$ cat config.mk
export PLATFORM = sky130hd
export DESIGN_NAME = mux_nway_reg
export DESIGN_NICKNAME = d
export VERILOG_FILES = /design/src/rtl/mux_nway_reg.sv
export SDC_FILE = /design/constraint.sdc
export NUM_CORES = 1
export LEC_CHECK = 0
export CAP_MARGIN = 10
export CORE_MARGIN = 2
export CORE_UTILIZATION = 37
export DETAILED_ROUTE_END_ITERATION = 8
export GPL_TIMING_DRIVEN = 1
export PLACE_DENSITY_LB_ADDON = 0.3
export SLEW_MARGIN = 10
export SYNTH_ARGS = -nofsm -noshare
export SYNTH_HDL_FRONTEND = slang
export SYNTH_SLANG_ARGS = --single-unit
$ cat constraint.sdc
create_clock -name clk -period 7.6 [get_ports clk]
set_clock_uncertainty 0.2 [all_clocks]
set_input_delay 1.52 -clock clk [delete_from_list [all_inputs] [get_ports clk]]
set_output_delay 1.52 -clock clk [all_outputs]
set_load 0.02 [all_outputs]
$ cat src/rtl/mux_nway_reg.sv
// N-channel WIDTH-bit registered multiplexer with valid/ready handshakes, fixed or round-robin selection.
// Optional transfer counter is built when MUX_NWAY_REG_COUNT_EN is defined; otherwise xfer_count is tied to 0.
module mux_nway_reg #(
  parameter int WIDTH    = 16,
  parameter int CHANNELS = 4,
  parameter int SEL_W    = 2
) (
  input  logic                      clk,
  input  logic                      reset,
  input  logic [WIDTH*CHANNELS-1:0] in,
  input  logic [CHANNELS-1:0]       in_valid,
  output logic [CHANNELS-1:0]       in_ready,
  input  logic [SEL_W-1:0]          sel,
  input  logic                      mode,
  output logic [WIDTH-1:0]          out,
  output logic                      out_valid,
  input  logic                      out_ready,
  output logic [SEL_W-1:0]          cur_sel,
  output logic [15:0]               xfer_count
);

  localparam logic [SEL_W:0] CH_W = (SEL_W+1)'(CHANNELS);

  logic [WIDTH-1:0] out_q, out_d;
  logic             out_valid_q, out_valid_d;
  logic [SEL_W-1:0] cur_sel_q, cur_sel_d;
  logic [SEL_W-1:0] rr_ptr_q, rr_ptr_d;

  logic [SEL_W-1:0] chosen_s;
  logic             chosen_ok_s;
  logic [SEL_W:0]   scan_idx_s;
  logic             load_ok_s;
  logic             in_xfer_s;
  logic [WIDTH-1:0] in_data_s;

  // Channel choice: fixed select, or first valid channel scanning from rr_ptr with wrap.
  always_comb begin
    chosen_s    = {SEL_W{1'b0}};
    chosen_ok_s = 1'b0;
    scan_idx_s  = {(SEL_W+1){1'b0}};
    if (mode == 1'b0) begin
      chosen_s    = sel;
      chosen_ok_s = ({1'b0, sel} < CH_W);
    end else begin
      // Walk the scan order backwards so the earliest valid channel is the last one written.
      for (int i = CHANNELS - 1; i >= 0; i--) begin
        scan_idx_s  = {1'b0, rr_ptr_q} + (SEL_W+1)'(i);
        scan_idx_s  = (scan_idx_s >= CH_W) ? (scan_idx_s - CH_W) : scan_idx_s;
        chosen_s    = in_valid[scan_idx_s[SEL_W-1:0]] ? scan_idx_s[SEL_W-1:0] : chosen_s;
        chosen_ok_s = chosen_ok_s | in_valid[scan_idx_s[SEL_W-1:0]];
      end
    end
  end

  // Ready decode and data steering for the chosen channel.
  always_comb begin
    load_ok_s = !out_valid_q || out_ready;
    in_data_s = {WIDTH{1'b0}};
    in_ready  = {CHANNELS{1'b0}};
    for (int k = 0; k < CHANNELS; k++) begin
      in_ready[k] = !reset && load_ok_s && chosen_ok_s && (chosen_s == SEL_W'(k));
      in_data_s   = (chosen_s == SEL_W'(k)) ? in[k*WIDTH +: WIDTH] : in_data_s;
    end
    in_xfer_s = |(in_ready & in_valid);
  end

  // Output slot next state: load replaces (even while draining), drain alone empties, else hold.
  always_comb begin
    out_d       = out_q;
    out_valid_d = out_valid_q;
    cur_sel_d   = cur_sel_q;
    rr_ptr_d    = rr_ptr_q;
    if (in_xfer_s) begin
      out_d       = in_data_s;
      out_valid_d = 1'b1;
      cur_sel_d   = chosen_s;
      if (mode == 1'b1) begin
        rr_ptr_d = (({1'b0, chosen_s} + (SEL_W+1)'(1)) == CH_W) ? {SEL_W{1'b0}}
                                                                 : (chosen_s + SEL_W'(1));
      end else begin
        rr_ptr_d = rr_ptr_q;
      end
    end else if (out_valid_q && out_ready) begin
      out_valid_d = 1'b0;
    end else begin
      out_valid_d = out_valid_q;
    end
  end

  // State registers with synchronous reset.
  always_ff @(posedge clk) begin
    if (reset) begin
      out_q       <= {WIDTH{1'b0}};
      out_valid_q <= 1'b0;
      cur_sel_q   <= {SEL_W{1'b0}};
      rr_ptr_q    <= {SEL_W{1'b0}};
    end else begin
      out_q       <= out_d;
      out_valid_q <= out_valid_d;
      cur_sel_q   <= cur_sel_d;
      rr_ptr_q    <= rr_ptr_d;
    end
  end

  assign out       = out_q;
  assign out_valid = out_valid_q;
  assign cur_sel   = cur_sel_q;

`ifdef MUX_NWAY_REG_COUNT_EN
  logic [15:0] xfer_count_q, xfer_count_d;

  // Saturating count of output transfers.
  always_comb begin
    if (out_valid_q && out_ready && (xfer_count_q != 16'hFFFF)) begin
      xfer_count_d = xfer_count_q + 16'd1;
    end else begin
      xfer_count_d = xfer_count_q;
    end
  end

  // Counter register.
  always_ff @(posedge clk) begin
    if (reset) begin
      xfer_count_q <= 16'h0000;
    end else begin
      xfer_count_q <= xfer_count_d;
    end
  end

  assign xfer_count = xfer_count_q;
`else
  assign xfer_count = 16'h0000;
`endif

endmodule

==> impl_metrics.csv <==
group,metric,value,unit
outcome,status,"completed",
synth,ys_types,31,
clock_tree,cts_buffer_depth,2,
grt,grt_max_degree,40,
synth,ys_seq_elements,21,
detailed_routing,num_vias,1672,
power_and_ir_drop,cellPowerDensity,160,nW/µm²
critical_path,worstPathCellList,"clkdlybuf4s50_1 > o21bai_1 > a21oi_1 > a311o_1 > a31oi_1 > inv_1 > ha_1 > and2_1 > clkdlybuf4s50_1",
critical_path,cpMostUsedCell,"clkdlybuf4s50_1",
timing,final_max_slew_viol_count,0,
grt,grt_pass1_vias,1505,
grt,grt_overflow,0,
critical_path,crit_slowest_cell,"clkdlybuf4s50_1",
critical_path,critical-path-top-delay-family,"buffers and inverters",
floorplan,core_area,4000,µm²
critical_path,rrSetupSlack,3.59,ns
layout,diodes,0,
critical_path,max_stage_delay,0.59,ns
detailed_routing,drt_iter0_drc,95,
detailed_routing,drt.antenna.violating_nets,0,
clock_tree,cts_resized,0,
clock_tree,cts.sinks,21,
critical_path,worstPathArrival,4.40,ns
power_and_ir_drop,peakVddDrop,64.7,µV
timing,rsz0062_at_grt,"false",
detailed_routing,drc_errors,0,
worst_hold_path,hold_path_class,"reg2reg",
floorplan,start_util,0.384,
clock_tree,cts.htree.levels,1,
critical_path,critPathKind,"in2out",
place,gp_congestion,0.931,
grt,antenna_found_initial,0,
critical_path,r2r.worst_path.cells,11,
detailed_routing,post_drt_via_cell_ratio,4.96,
synth,yosysSeqAreaShare,0.274,
synth,synth_area,1540,µm²
floorplan,dieArea,4680,µm²
power_and_ir_drop,cellLeakagePower,0.907,nW
critical_path,startpoint_type,"primary input",
synth,post_synth.cell_area_avg,7.64,µm²
detailed_routing,wire_per_inst,13.8,µm
job,drv_cap,0,
clock_tree,cts_buffers,3,
clock_tree,root_buffer,"clkbuf_8",
timing,worstMarginPinSlew,1.01,ns
timing,fin_tns_setup,0,ns
synth,yosysWarnings,0,
floorplan,die_w,68.4,µm
layout,nets,366,
critical_path,path_depth,9,
clock_tree,clk_pin_slew_worst_paths,0.07,ns
critical_path,cp-end-kind,"primary output",
clock_tree,post-cts-setup-buffers,0,
floorplan,dieHeight,68.4,µm
timing,hold_viol,0,
clock_tree,cts_tree,"done",
grt,grt_use_total,0.201,
floorplan,ioPinCount,113,
clock_tree,holdBufCountCts,0,
place,io_buffers,96,
floorplan,rows,23,
timing,fmax,163,MHz
grt,grt_pass1_wl,7.14,mm
timing,post-route-min-period,6.12,ns
clock_tree,clk_latency,0.26,ns
timing,max_slew_margin,0.328,
timing,period_share,0.806,
critical_path,critPathBufInv,3,
synth,synth-edff-count,0,
timing,setup_viol,0,
detailed_routing,routed_wl,4.65,mm
detailed_routing,drtPass1Iterations,4,
place,dp_hpwl,3.66,mm
synth,async_reset_ff_frac,0,
critical_path,crit_required,5.88,ns
layout,syn_to_final_growth,62.2,%
critical_path,worstPathMaxFanout,20,
synth,synth_ff_type,"dfxtp_1",
worst_hold_path,min_path_cells,2,
timing,holdWs,0.303,ns
layout,drive_above_1_share,0.0383,
synth,synth_cells,201,
[cell usage after synthesis (4+ instances only)]
| cell type | instances | area share |
|---|---|---|
| buf_4 | 18 | 0.088 |
| o21ai_0 | 5 | 0.016 |
| a221oi_1 | 15 | 0.086 |
| nor2_1 | 21 | 0.051 |
| and2_1 | 4 | 0.016 |
| buf_2 | 4 | 0.013 |
| inv_1 | 6 | 0.015 |
| a21oi_1 | 20 | 0.065 |
| dfxtp_1 | 21 | 0.27 |
| ha_1 | 4 | 0.033 |
| clkbuf_1 | 9 | 0.022 |
| nand2_1 | 4 | 0.0098 |
| a211oi_1 | 18 | 0.088 |
| nor3_1 | 15 | 0.049 |
| nor2b_1 | 19 | 0.077 |
[layout by cell type, fill, tap and decap left out, types with 3 or more instances in the layout]
cell type / instances
a21oi_1: 20
nor2b_1: 19
ha_1: 4
nor3_1: 15
o21ai_0: 5
and2_1: 4
clkdlybuf4s50_1: 96
inv_1: 6
nand2_1: 4
nor2_1: 21
clkbuf_8: 3
a221oi_1: 15
buf_4: 3
dfxtp_1: 21
conb_1: 16
a211oi_1: 18
[area by class of cell]
class | count | area, µm²
Fill cell | 395 | 1510
Timing Repair Buffer | 99 | 983
Multi-Input combinational cell | 157 | 956
Sequential cell | 21 | 420
Tap cell | 50 | 62.6
Clock buffer | 4 | 45.0
Inverter | 6 | 22.5
[layer usage]
metal,part of all wire,routed length [µm],vias to the layer above,GRT usage
met4,0.014,66,0,0.0650
met1,0.47,2190,712,0.300
li1,-,-,875,-
met5,0,0,-,0
met3,0.060,278,6,0.0115
met2,0.46,2120,79,0.303
[registers in the layout, indices dropped and copies added, names as in the netlist]
| register | flops |
|---|---|
| out | 16 |
| out_valid | 1 |
| cur_sel | 2 |
| rr_ptr_q | 2 |
[metrics by stage]
stage	area (µm²)	worst slack [ns]	std cells	util	total power, mW
after floorplan	1590	2.69	216	-	0.250
after global placement	2440	1.59	333	0.611	0.326
after detailed placement	2440	1.52	333	0.611	0.328
after CTS	2490	1.50	337	0.622	0.400
after global routing	2490	1.26	337	0.622	0.426
final	2490	1.48	337	0.622	0.399
[power by group]
group          switching, mW  leakage (nW)  internal, mW  total (mW)
clock network         0.0349        0.0228        0.0373      0.0723
logic                 0.0982         0.712        0.0969       0.195
registers            0.00801         0.173         0.124       0.132
total                  0.141         0.907         0.258       0.399
[logic make-up after synthesis]
group / synth area share
mux: 0.00978
other cells: 0.00244
flops: 0.274
compound gates: 0.313
fa+ha+maj: 0.0326
simple gates: 0.228
buf+inv: 0.140
[worst min-delay path, cell delays in order (launching register included)]
cell	delay (ns)
dfxtp_1	0.31
nor2_1	0.10
a211oi_1	0.05
[worst paths after layout]
path	endpoint	start
worst max-delay path	in_ready[1]	in_valid[2]
worst min-delay path	out[0]	out[0]
worst max register to register	out[0]	rr_ptr_q[1]
worst min register to register	out[0]	out[0]
No activity file was read; power rests on OpenSTA's default activity.
